## config.mk

```make
export PLATFORM = sky130hd
export DESIGN_NAME = frame_parser_flat
export DESIGN_NICKNAME = d
export VERILOG_FILES = /design/src/rtl/frame_parser_if.sv /design/src/rtl/frame_parser.sv /design/src/flat_wrapper.sv
export SDC_FILE = /design/constraint.sdc
export NUM_CORES = 1
export LEC_CHECK = 0
export BUFFER_PORTS_ARGS = -buffer_cell sky130_fd_sc_hd__buf_4
export CAP_MARGIN = 40
export CORE_MARGIN = 2
export CORE_UTILIZATION = 55
export DETAILED_ROUTE_END_ITERATION = 10
export PLACE_DENSITY_LB_ADDON = 0.15
export SLEW_MARGIN = 20
export SYNTH_ARGS = -nofsm -noshare
export SYNTH_HDL_FRONTEND = slang
export SYNTH_SLANG_ARGS = --single-unit
```

## constraint.sdc

```tcl
create_clock -name clk -period 2.9 [get_ports clk]
set_input_delay 0.58 -clock clk [delete_from_list [all_inputs] [get_ports clk]]
set_output_delay 0.58 -clock clk [all_outputs]
set_load 0.1 [all_outputs]
```

## src/rtl/frame_parser_if.sv

```systemverilog
// Byte-stream handshake between the read user buffer, the parser and the
// downstream payload consumer. The parser uses the slave view; whatever
// feeds the buffer and drains the payload uses the master view.
interface frame_parser_if;
  logic [7:0] read_user_buffer_output_data;
  logic       read_user_buffer_empty;
  logic       start;
  logic       read_user_buffer_read;
  logic [7:0] out_data;
  logic       out_valid;
  logic       out_ready;

  modport master (
    output read_user_buffer_output_data,
    output read_user_buffer_empty,
    output start,
    output out_ready,
    input  read_user_buffer_read,
    input  out_data,
    input  out_valid
  );

  modport slave (
    input  read_user_buffer_output_data,
    input  read_user_buffer_empty,
    input  start,
    input  out_ready,
    output read_user_buffer_read,
    output out_data,
    output out_valid
  );
endinterface

```

## src/rtl/frame_parser.sv

```systemverilog
// frame_parser: pops bytes from a show-ahead buffer, waits for a start byte,
// reads a 16-bit big-endian length, forwards that many payload bytes and
// checks the trailer byte. Optional stall timeout: define FRAME_TIMEOUT_EN.
//
// state   | meaning
// --------+-----------------------------------------------
// IDLE    | dropping bytes until the start byte is at head
// LEN_HI  | next pop is the length high byte
// LEN_LO  | next pop is the length low byte
// PAYLOAD | forwarding payload bytes, counter = bytes left
// TRAILER | next pop is the end byte, pulse done or error
module frame_parser #(
  parameter int         LEN_W          = 16,
  parameter logic [7:0] END_BYTE       = 8'h45,
  parameter int         TIMEOUT_CYCLES = 1024
) (
  input  logic             clk,
  input  logic             reset,
  frame_parser_if.slave    bus,
  output logic [LEN_W-1:0] frame_len,
  output logic             busy,
  output logic             frame_done,
  output logic             frame_error
);

  typedef enum logic [2:0] {IDLE, LEN_HI, LEN_LO, PAYLOAD, TRAILER} state_t;

  state_t           state;
  logic [LEN_W-1:0] counter;
  logic             pop;
  logic [7:0]       byte_in;
  logic [LEN_W-1:0] len_full;

  assign byte_in  = bus.read_user_buffer_output_data;
  assign len_full = {frame_len[LEN_W-1:8], byte_in};

  // Pop decision: header/trailer bytes go whenever present, payload waits on downstream.
  always_comb begin
    pop = 1'b0;
    case (state)
      IDLE, LEN_HI, LEN_LO, TRAILER: pop = !bus.read_user_buffer_empty;
      PAYLOAD:                       pop = !bus.read_user_buffer_empty && bus.out_ready;
      default:                       pop = 1'b0;
    endcase
  end

  assign bus.read_user_buffer_read = pop;
  assign bus.out_data              = byte_in;
  assign bus.out_valid             = (state == PAYLOAD) && !bus.read_user_buffer_empty;

`ifdef FRAME_TIMEOUT_EN
  localparam int STALL_W = $clog2(TIMEOUT_CYCLES) + 1;
  logic [STALL_W-1:0] stall_cnt;
`else
  logic unused_timeout;
  assign unused_timeout = (TIMEOUT_CYCLES > 0);
`endif

  // Frame FSM with registered status outputs; advances only on pop cycles.
  always_ff @(posedge clk or posedge reset) begin
    if (reset) begin
      state       <= IDLE;
      counter     <= '0;
      frame_len   <= '0;
      busy        <= 1'b0;
      frame_done  <= 1'b0;
      frame_error <= 1'b0;
`ifdef FRAME_TIMEOUT_EN
      stall_cnt   <= '0;
`endif
    end else begin
      frame_done  <= 1'b0;
      frame_error <= 1'b0;
      if (pop) begin
        case (state)
          IDLE: begin
            if (bus.start) begin
              state <= LEN_HI;
              busy  <= 1'b1;
            end
          end
          LEN_HI: begin
            frame_len[LEN_W-1:8] <= byte_in;
            state                <= LEN_LO;
          end
          LEN_LO: begin
            frame_len[7:0] <= byte_in;
            counter        <= len_full;
            state          <= (len_full == '0) ? TRAILER : PAYLOAD;
          end
          PAYLOAD: begin
            counter <= counter - LEN_W'(1);
            if (counter == LEN_W'(1)) state <= TRAILER;
          end
          TRAILER: begin
            if (byte_in == END_BYTE) frame_done  <= 1'b1;
            else                     frame_error <= 1'b1;
            state <= IDLE;
            busy  <= 1'b0;
          end
          default: begin
            state <= IDLE;
            busy  <= 1'b0;
          end
        endcase
      end
`ifdef FRAME_TIMEOUT_EN
      // A stalled frame is abandoned; timing out only happens on a no-pop cycle.
      if (pop || !busy) begin
        stall_cnt <= '0;
      end else if (stall_cnt == STALL_W'(TIMEOUT_CYCLES - 1)) begin
        stall_cnt   <= '0;
        counter     <= '0;
        state       <= IDLE;
        busy        <= 1'b0;
        frame_error <= 1'b1;
      end else begin
        stall_cnt <= stall_cnt + STALL_W'(1);
      end
`endif
    end
  end

endmodule

```

## src/flat_wrapper.sv

```systemverilog
// flat-port wrapper written by rule: the top's interface ports become plain ports
module frame_parser_flat 
#(
  parameter int         LEN_W          = 16,
  parameter logic [7:0] END_BYTE       = 8'h45,
  parameter int         TIMEOUT_CYCLES = 1024
)
  (clk, reset, frame_len, busy, frame_done, frame_error, bus_read_user_buffer_output_data, bus_read_user_buffer_empty, bus_start, bus_out_ready, bus_read_user_buffer_read, bus_out_data, bus_out_valid);
  frame_parser_if bus_i ();
  input  logic clk;
  input  logic reset;
  output logic [LEN_W-1:0] frame_len;
  output logic busy;
  output logic frame_done;
  output logic frame_error;
  input wire logic [$bits(bus_i.read_user_buffer_output_data)-1:0] bus_read_user_buffer_output_data;
  input wire logic [$bits(bus_i.read_user_buffer_empty)-1:0] bus_read_user_buffer_empty;
  input wire logic [$bits(bus_i.start)-1:0] bus_start;
  input wire logic [$bits(bus_i.out_ready)-1:0] bus_out_ready;
  output wire logic [$bits(bus_i.read_user_buffer_read)-1:0] bus_read_user_buffer_read;
  output wire logic [$bits(bus_i.out_data)-1:0] bus_out_data;
  output wire logic [$bits(bus_i.out_valid)-1:0] bus_out_valid;
  assign bus_i.read_user_buffer_output_data = bus_read_user_buffer_output_data;
  assign bus_i.read_user_buffer_empty = bus_read_user_buffer_empty;
  assign bus_i.start = bus_start;
  assign bus_i.out_ready = bus_out_ready;
  assign bus_read_user_buffer_read = bus_i.read_user_buffer_read;
  assign bus_out_data = bus_i.out_data;
  assign bus_out_valid = bus_i.out_valid;
  frame_parser #(.LEN_W(LEN_W), .END_BYTE(END_BYTE), .TIMEOUT_CYCLES(TIMEOUT_CYCLES)) u_core (.clk(clk), .reset(reset), .bus(bus_i), .frame_len(frame_len), .busy(busy), .frame_done(frame_done), .frame_error(frame_error));
endmodule
```

-- Yosys cells after proc, flatten, opt, wreduce, memory -nomap -nowiden
Index checks and enable logic that the tools add are counted.
- register bits: 38
- input bits: 13
- output and inout port bits: 29
- word-level logic and storage cells: 44
- add/subtract/negate cells: 1
- eq/ne operators: 8
- muxes and demuxes: 14
- bitwise logic cells: 1
- reductions and logical operators: 13
- operators by type and width (kind ; count):
    case mux 16 bit (2 select lines) ; 1
    == test 16 x 1 -> 1 bit (second input constant) ; 1
    zero test 16 bit ; 1
    subtractor 16 x 1 -> 16 bit (second input constant) ; 1
    case mux 3 bit (4 select lines) ; 1
    2-to-1 mux 3 bit ; 3
    == test 8 x 7 -> 1 bit (second input constant) ; 1
    2-to-1 mux 1 bit ; 7
    == test 3 x 2 -> 1 bit (second input constant) ; 2
    AND reduction 2 bit ; 3
    AND reduction 3 bit ; 2
    != test 2 bit (second input constant) ; 2
    case mux 1 bit (2 select lines) ; 2
    OR reduction 4 bit ; 1
    == test 3 x 1 -> 1 bit (second input constant) ; 1
    == test 3 bit (second input constant) ; 1
    zero test 3 bit ; 1
    OR reduction 3 bit ; 1
    logical AND 1 bit ; 2
    nonzero test 2 bit ; 1
    zero test 1 bit ; 1
    NOT 1 bit ; 1

-- Longest topological paths before layout
Gate-level depths: netlist of run 1.
- depth after elaboration: 4
- depth in mapped cells: 8
- gate-level depth less buffers: 6

-- Least setup slack after synthesis of run 1
Ideal clock, no wire load.
- kind: input port to output port
- start: in bus_read_user_buffer_empty
- end: out bus_read_user_buffer_read
- arrival: 3044 ps
- data required time: 2320 ps
- setup slack: -724 ps
- cell stages on the path: 2
- buffers on the path: 1
- path through: clkbuf_1 a211oi_1
- longest elaborated chain between the ends: 3
- RTL lines (what ; RTL line ; text):
    start: declaration ; flat_wrapper.sv:17 ; input wire logic [$bits(bus_i.read_user_buffer_empty)-1:0] bus_read_user_buffer_empty;
    zero test 1 bit (*) ; frame_parser.sv:41, frame_parser.sv:42 ;
    logical AND 1 bit ; frame_parser.sv:42 ; PAYLOAD: pop = !bus.read_user_buffer_empty && bus.out_ready;
    case mux 1 bit (2 select lines) (*) ; frame_parser.sv:40 ; case (state)
    end: declaration ; flat_wrapper.sv:20 ; output wire logic [$bits(bus_i.read_user_buffer_read)-1:0] bus_read_user_buffer_read;
Every way passes the cells marked *; elsewhere a longest branch is shown, timed or not.

-- Final worst setup path of run 1
- start: reg u_core.counter[0]
- end: reg u_core.counter[14]
- longest elaborated chain between the ends: 2
- RTL lines (what ; RTL line ; text):
    start: declaration ; frame_parser.sv:29 ; logic [LEN_W-1:0] counter;
    start signal: assignment ; frame_parser.sv:88 ; counter <= len_full;
    start signal: assignment ; frame_parser.sv:92 ; counter <= counter - LEN_W'(1);
    subtractor 16 x 1 -> 16 bit ; frame_parser.sv:92 ;
    case mux 16 bit (2 select lines) ; frame_parser.sv:75 ; case (state)
No other way between the ends.
A chain may end at the register's enable or synchronous reset.

==> results of run 1 <==
==> cells in the final DEF (no fill, tap or decap), types with 2 or more instances in the layout <==
cell type,count
sky130_fd_sc_hd__buf_4,48
sky130_fd_sc_hd__dfrtp_1,38
sky130_fd_sc_hd__a21oi_1,22
sky130_fd_sc_hd__mux2_2,16
sky130_fd_sc_hd__nor2_1,13
sky130_fd_sc_hd__o21ai_0,11
sky130_fd_sc_hd__nand2_1,11
sky130_fd_sc_hd__nand3_1,9
sky130_fd_sc_hd__nor4_1,8
sky130_fd_sc_hd__inv_1,8
sky130_fd_sc_hd__nor3_1,7
sky130_fd_sc_hd__a2bb2oi_1,7
sky130_fd_sc_hd__nand4_1,6
sky130_fd_sc_hd__clkbuf_8,6
sky130_fd_sc_hd__o22ai_1,4
sky130_fd_sc_hd__nor4b_1,4
sky130_fd_sc_hd__nand3b_1,3
sky130_fd_sc_hd__or4_1,3
sky130_fd_sc_hd__nor2b_1,2
sky130_fd_sc_hd__nand2b_1,2
sky130_fd_sc_hd__or4_4,2
sky130_fd_sc_hd__or3_1,2
sky130_fd_sc_hd__o211ai_1,2
sky130_fd_sc_hd__o21a_1,2
sky130_fd_sc_hd__ha_1,2
==> registers in the layout, summed over array words and instances (netlist names) <==
signal              count
u_core.frame_error      1
u_core.counter         16
u_core.state            3
u_core.busy             1
u_core.frame_done       1
u_core.frame_len       16
==> metrics by stage <==
stage | utilization [%] | hold slack (ns)
finish | 67.9 | 0.407
global route | 67.9 | 0.473
CTS | 67.9 | 0.416
detailed placement | 65.7 | 0.497
global placement | 65.7 | 0.491
floorplan | - | 0.485
==> routing by layer <==
layer	routed length (um)	part of all wire, %
met5	0	0
met4	69	1.3
met3	198	3.9
met2	2480	48
met1	2370	46
==> area by class of cell <==
class                           instances  area [sq um]  share of cell area (%)
Timing Repair Buffer                   48           360                    14.4
Sequential cell                        38           951                    37.9
Inverter                                8          30.0                    1.20
Clock buffer                            6          82.6                    3.30
Tap cell                               48          60.1                    2.40
Multi-Input combinational cell        154          1020                    40.8
==> worst max-delay path by stage <==
stage / start / end / slack [ns]
after floorplan: u_core.state[2] / bus_out_valid / 0.18
after global placement: u_core.counter[0] / u_core.counter[14] / 0.61
after detailed placement: u_core.counter[0] / u_core.counter[14] / 0.53
after CTS: u_core.counter[0] / u_core.counter[14] / 0.52
after global routing: u_core.counter[0] / u_core.counter[14] / 0.36
final: u_core.counter[0] / u_core.counter[14] / 0.52
==> critical path: cells and delay by family, from the launching register on <==
kind	cells	cell delay (ns)
AOI/OAI and AO/OA	1	0.30
adders and majority gates	1	0.20
buffers and inverters	1	0.12
DFF	1	0.43
and+or+nand+nor	3	1.20
==> cells by family after synthesis <==
group | Yosys count | synth area share, %
compound gates | 56 | 16.3
fa+ha+maj | 2 | 1.17
mux | 16 | 8.45
simple gates | 80 | 21.8
buf+inv | 29 | 7.69
flops | 38 | 44.6
==> results by stage, run 1 <==
Floorplan:
- In this run the vertical extent of the chip is 66.3 um.
- 42 I/O pins were placed.
- The initial utilization of the core area, before any placement, comes to 57.8%.
- The horizontal die dimension is 66.3 um.
- The die covers 0.00439 sq mm.
- The initialized floorplan defines 22 standard-cell rows.
- The total core area is 0.00369 sq mm.

Critical path:
- The signal on the critical path passes through inv_1 > ha_1 > or3b_2 > or4_1 > o311ai_0 > nand3_1.
- Data on the critical path arrives at its endpoint at 2.54 ns.
- On the critical path, the stage with the largest delay is an instance of sky130_fd_sc_hd__or4_1.
- The register-to-register setup slack is 0.52 ns.
- The worst setup path is captured at a register.
- The worst register-to-register path has a depth of 6.
- The delay contributed by the slowest stage of the critical path is 0.58 ns.
- The worst setup path is launched from a register.
- Along the worst path, the maximum fanout reaches 5.
- The type of the setup path with the least slack is reg2reg.
- The endpoint required time on the critical path is 3.06 ns.
- The capture instance of the worst register-to-register path is u_core.counter[14].
- The startpoint identified for the worst register-to-register timing path is u_core.counter[0].

Detailed routing:
- In the routed design, unresolved DRC markers number 0.
- The detailed router's first-iteration violation count is 185.
- The count of nets left with antenna violations once routing finished came out at 0.
- The via density per instance is 6.04.
- The via count is 1,824.
- The post-detailed-route wirelength per cell is 17.0 um.
- The total routed wirelength is 5.13 mm.
- The pre-antenna-repair detailed-routing pass consisted of 4 iterations.

Synth:
- The leading cell type by number of instances after synthesis is sky130_fd_sc_hd__dfrtp_1.
- After synthesis, the largest area contributor takes up 44.6% of total cell area.
- For this run, asynchronously set or reset flops after synthesis account for 100%.
- The count of mapped cells out of synthesis is 221.
- For this run, the number of Yosys warnings is 0.
- The commonest register cell after synthesis is sky130_fd_sc_hd__dfrtp_1.
- Sequential elements use 44.6% of the synthesized area.
- In the synthesized netlist, the cells that appear most often are sky130_fd_sc_hd__dfrtp_1, sky130_fd_sc_hd__a21oi_1, sky130_fd_sc_hd__mux2_2.
- The post-synthesis cell type count is 44.
- The library cell occupying the most area in the post-synthesis netlist is sky130_fd_sc_hd__dfrtp_1.
- The synthesized design contains 38 register bits.
- Averaged over all synthesized cells, the footprint is 9.65 sq um.
- Sorting the synthesized cells by area gives the leading types as sky130_fd_sc_hd__dfrtp_1, sky130_fd_sc_hd__mux2_2, sky130_fd_sc_hd__a21oi_1.
- The netlist area before placement is 0.00213 sq mm.
- In this run, synthesis inferred 0 flip-flops with an integrated enable.
- The number of nets in the synthesized netlist is 236.

STA:
- The worst clock skew is 0.00834 ns.
- Setup repair after global routing left no endpoint under its margin.
- The max-slew violation count came to 0.
- The worst path in the final design needs a cycle of 2.38 ns, including I/O delays and setup.
- The transition time of the tightest slew-check pin is 0.700 ns.
- Setup slack on the critical path of the routed design comes to 0.522 ns.
- The number of hold violations in the final report came to 0.
- For this run, the top clock speed supported by timing is 0.421 GHz.
- Setup violations remaining at the end of the flow were counted as 0.
- The worst max-slew margin expressed relative to the limit is 53.1%.
- After layout, the worst path uses 82.0% of the clock period.
- The setup TNS after final layout is 0 ns.

Clock network:
- The number of clock buffers inserted by TritonCTS is 5.
- The clock tree from TritonCTS is built.
- The total setup buffers inserted after CTS is 0.
- The clock tree synthesis step divided the H-tree into 2 levels.
- The number of gates resized after CTS was 0.
- The clock insertion delay at the later pin of the skew report is 0.29 ns.
- The clock transition at the registers of the reported paths is 0.07 ns.
- The cell sitting at the root of the clock tree is a sky130_fd_sc_hd__clkbuf_8.
- The maximum root-to-sink buffer count is 2.
- The number of clock sinks is 38.
- The cts-stage hold buffer count is 0.

GRT:
- In this run the most used layer during global routing was met2.
- The pin count of the biggest net entering global routing is 39.
- The via count of the first global-routing pass is 1,688.
- The aggregate global-route resource usage is 25.7%.
- The number of antenna violations at the first check in global routing is 0.
- Global routing used 37.9% of the available met2 tracks.
- The first-pass GRT wire length is 8.42 mm.
- Global routing finished with a remaining overflow of 0.
- In the global route stage, met3 resource usage came out at 5.11%.
- The global-route met1 utilization is 37.1%.

Outcome:
- The run finished with clean final reports.

Place:
- Summing all placed instances gives a cell area of 0.00242 sq mm.
- In this run, placement finished with an instance count of 296.
- The HPWL after detailed placement is 3.64 mm.
- Before CTS, the worst setup slack after placement is 0.533 ns.
- The global placer's final weighted congestion is 0.902.
- In this run the tool buffered the top-level ports with 41 buffer cells.

Layout:
- The final design instance area without fill is 0.00251 sq mm.
- The repair_antennas step left the layout with diodes totalling 0.
- The layout has 316 filler cells.
- The number of standard cells in the layout, taps in and fillers out is 302.
- The share of post-route cells with drive strength above 1 is 30.3%.
- The count of nets after finishing is 270.
- The area growth from synthesis to layout is 17.5%.

Hold path:
- The worst hold path class is in2async.

Flow run:
- The number of max-capacitance violations reported is 0.
Power of run 1 is left out: the tool's default activity adds up to more than one toggle a clock period on the data nets, which glitch-free logic cannot reach.
==> inputs of run 2 (changes only) <==
==> constraint.sdc (replaced) <==
create_clock -name clk -period 2.2 [get_ports clk]
set_input_delay 0.44 -clock clk [delete_from_list [all_inputs] [get_ports clk]]
set_output_delay 0.44 -clock clk [all_outputs]
set_load 0.1 [all_outputs]
==> results by stage, run 2 (synthesized netlist as in run 1, its figures left out) <==
Outcome:
- Result of the run: finished clean (unchanged).

Floorplan:
- The I/O pin count is 42 (unchanged).
- The chip height was 66.3 um (unchanged).
- The total core area is 0.00369 sq mm (unchanged).
- The starting density of the core is 57.8% (unchanged).
- The overall die area is 0.00439 sq mm (unchanged).
- The number of standard-cell rows in the floorplan is 22 (unchanged).
- The horizontal die dimension is 66.3 um (unchanged).

Layout:
- The count of nets after finishing is 281 (was 270).
- The most common library cell in the layout ignoring fill and taps is sky130_fd_sc_hd__buf_4 (unchanged).
- Largest registers: u_core.counter: 16 flops, u_core.frame_len: 16 flops, u_core.state: 3 flops (unchanged).
- The number of standard cells in the layout, taps in and fillers out is 315 (was 302).
- The final design instance area without fill is 0.00266 sq mm (was 0.00251 sq mm).
- The layout overhead on the synthesized area is 24.6% (was 17.5%).
- Most frequent cells in the layout: sky130_fd_sc_hd__buf_4, sky130_fd_sc_hd__dfrtp_1, sky130_fd_sc_hd__a21oi_1, sky130_fd_sc_hd__mux2_2, sky130_fd_sc_hd__nor2_1 (unchanged).
- The number of diodes was 0 (unchanged).
- The share of post-route cells with drive strength above 1 was 35.6% (was 30.3%).

STA:
- The maximum frequency from static timing analysis was 0.475 GHz (was 0.421 GHz).
- The setup TNS after final layout is 0 ns (unchanged).
- The shortest period the worst path allows was 2.11 ns (was 2.38 ns).
- The setup slack after layout came to 0.0941 ns (was 0.522 ns).
- Unrepaired setup endpoints after global routing: false (unchanged).
- The worst max-slew margin expressed relative to the limit came to 58.3% (was 53.1%).
- The max-slew violation count came to 0 (unchanged).
- The part of the cycle the worst path needs was 95.7% (was 82.0%).
- The transition time of the tightest slew-check pin is 0.626 ns (was 0.700 ns).
- The number of hold violations in the final report is 0 (unchanged).
- The worst clock skew is 0.00269 ns (was 0.00834 ns).
- The final setup violation count was 0 (unchanged).

Detailed routing:
- The via density per instance is 6.03 (was 6.04).
- The total routed wirelength is 5.28 mm (was 5.13 mm).
- The count of antenna-violating nets left after detailed routing is 0 (unchanged).
- The number of design rule violations left after detail routing is 0 (unchanged).
- The detailed router's first-iteration violation count is 153 (was 185).
- The via count is 1,901 (was 1,824).
- The number of detailed-route iterations in the first pass is 4 (unchanged).
- The post-detailed-route wirelength per cell is 16.7 um (was 17.0 um).

Place:
- The global placer's final weighted congestion came to 0.872 (was 0.902).
- The instance area after placement is 0.00251 sq mm (was 0.00242 sq mm).
- The number of input and output port buffers inserted is 41 (unchanged).
- The HPWL after detailed placement is 3.82 mm (was 3.64 mm).
- The number of placed cells counting well taps is 307 (was 296).
- The setup slack at placement is 0.00788 ns (was 0.533 ns).

GRT:
- The pin count of the biggest net entering global routing is 39 (unchanged).
- The via count of the first global-routing pass is 1,754 (was 1,688).
- The aggregate global-route resource usage came to 26.1% (was 25.7%).
- The first-pass GRT wire length was 8.58 mm (was 8.42 mm).
- The aggregate global routing overflow came to 0 (unchanged).
- The number of antenna violations at the first check in global routing was 0 (unchanged).

Critical path:
- The critical-path maximum fanout is 4 (was 5).
- The delay contributed by the slowest stage of the critical path is 0.55 ns (was 0.58 ns).
- The type of element capturing the critical path is a register (unchanged).
- The family of cells with the greatest summed delay on the critical path is simple AND/OR/NAND/NOR gates (unchanged).
- The type of element launching the critical path was a register (unchanged).
- The endpoint required time on the critical path was 2.43 ns (was 3.06 ns).
- The critical path buffer and inverter count is 0 (was 1).
- Among the stages of the critical path, the cell type that occurs most often is sky130_fd_sc_hd__or4_4.
- Cells along the critical path: or4_4 > or4_4 > or4b_1 > nand3_1 (was inv_1 > ha_1 > or3b_2 > or4_1 > o311ai_0 > nand3_1).
- The type of the setup path with the least slack is reg2reg (unchanged).
- The worst endpoint data arrival time is 2.34 ns (was 2.54 ns).
- The slowest library cell on the worst path was sky130_fd_sc_hd__or4_4 (was sky130_fd_sc_hd__or4_1).

Clock network:
- The clock tree from TritonCTS is built (unchanged).
- The total setup buffers inserted after CTS was 0 (unchanged).
- The root buffer cell is sky130_fd_sc_hd__clkbuf_8 (unchanged).
- The depth of the CTS H-tree is 2 (unchanged).
- The clock transition at the registers of the reported paths was 0.08 ns (was 0.07 ns).
- The number of clock sinks is 38 (unchanged).
- The clock insertion delay at the later pin of the skew report was 0.29 ns (about the same).
- The number of clock buffers inserted by TritonCTS is 5 (unchanged).
- The maximum root-to-sink buffer count is 2 (unchanged).

Flow run:
- The number of max-capacitance violations reported is 0 (unchanged).

Hold path:
- The worst hold path class is in2async (unchanged).
## run 2: cell types whose count changed in the layout (fill, tap and decap cells not counted), moves of 2 or more
cell / change
sky130_fd_sc_hd__inv_1: -2
sky130_fd_sc_hd__bufinv_16: +2
sky130_fd_sc_hd__buf_4: +11
sky130_fd_sc_hd__inv_2: +2
## run 2: final timing paths
| kind | startpoint | endpoint | slack, ns | cells past startpoint |
|---|---|---|---|---|
| hold / removal | reset | u_core.frame_len[4] | 0.27 | 3 |
| min in group clk | bus_start | u_core.busy | 0.44 | 3 |
| setup reg to reg | u_core.counter[0] | u_core.counter[13] | 0.09 | 4 |
| hold reg to reg | u_core.frame_len[6] | u_core.frame_len[6] | 0.51 | 1 |
| max in group asynchronous | reset | u_core.counter[2] | 1.60 | 3 |
| setup / recovery | u_core.counter[0] | u_core.counter[13] | 0.09 | 4 |
## run 2: routing by layer
layer | up-vias | wire (um) | GRT usage (%) | share of wire, %
li1 | 909 | - | - | -
met1 | 926 | 2420 | 37.8 | 46
met2 | 56 | 2490 | 39.8 | 47
met3 | 10 | 270 | 4.60 | 5.1
met4 | 0 | 93 | 7.91 | 1.8
met5 | - | 0 | 0 | 0
## run 2: area by class of cell
cell class / count / area, sq um
timing repair buffer: 59 / 443
clock inverter: 3 / 68.8
clock buffer: 5 / 68.8
sequential: 38 / 951
tap: 48 / 60.1
fill: 288 / 1030
multi-input combinational: 154 / 1040
inverter: 8 / 30.0
## run 2: worst reg2reg max path, stage by stage, from the launching register on
cell and delay [ns]:
sky130_fd_sc_hd__dfrtp_1 0.42, sky130_fd_sc_hd__or4_4 0.55, sky130_fd_sc_hd__or4_4 0.53, sky130_fd_sc_hd__or4b_1 0.47, sky130_fd_sc_hd__nand3_1 0.09
## run 2: what timing repair did
action / 4_1_cts / 5_1_grt
setup endpoints to repair: 1 / 2
resized for setup: 1 / 3
hold buffers: 0 / 0
pin swaps: 0 / 1
## run 2: through the flow
step                      hold slack, ns  utilization (%)
after floorplan                    0.485                -
after global placement             0.490             68.0
after detailed placement           0.496             68.0
after CTS                          0.281             71.8
after global routing               0.323             72.0
final                              0.267             72.0
Power of run 2 is left out for the same reason.
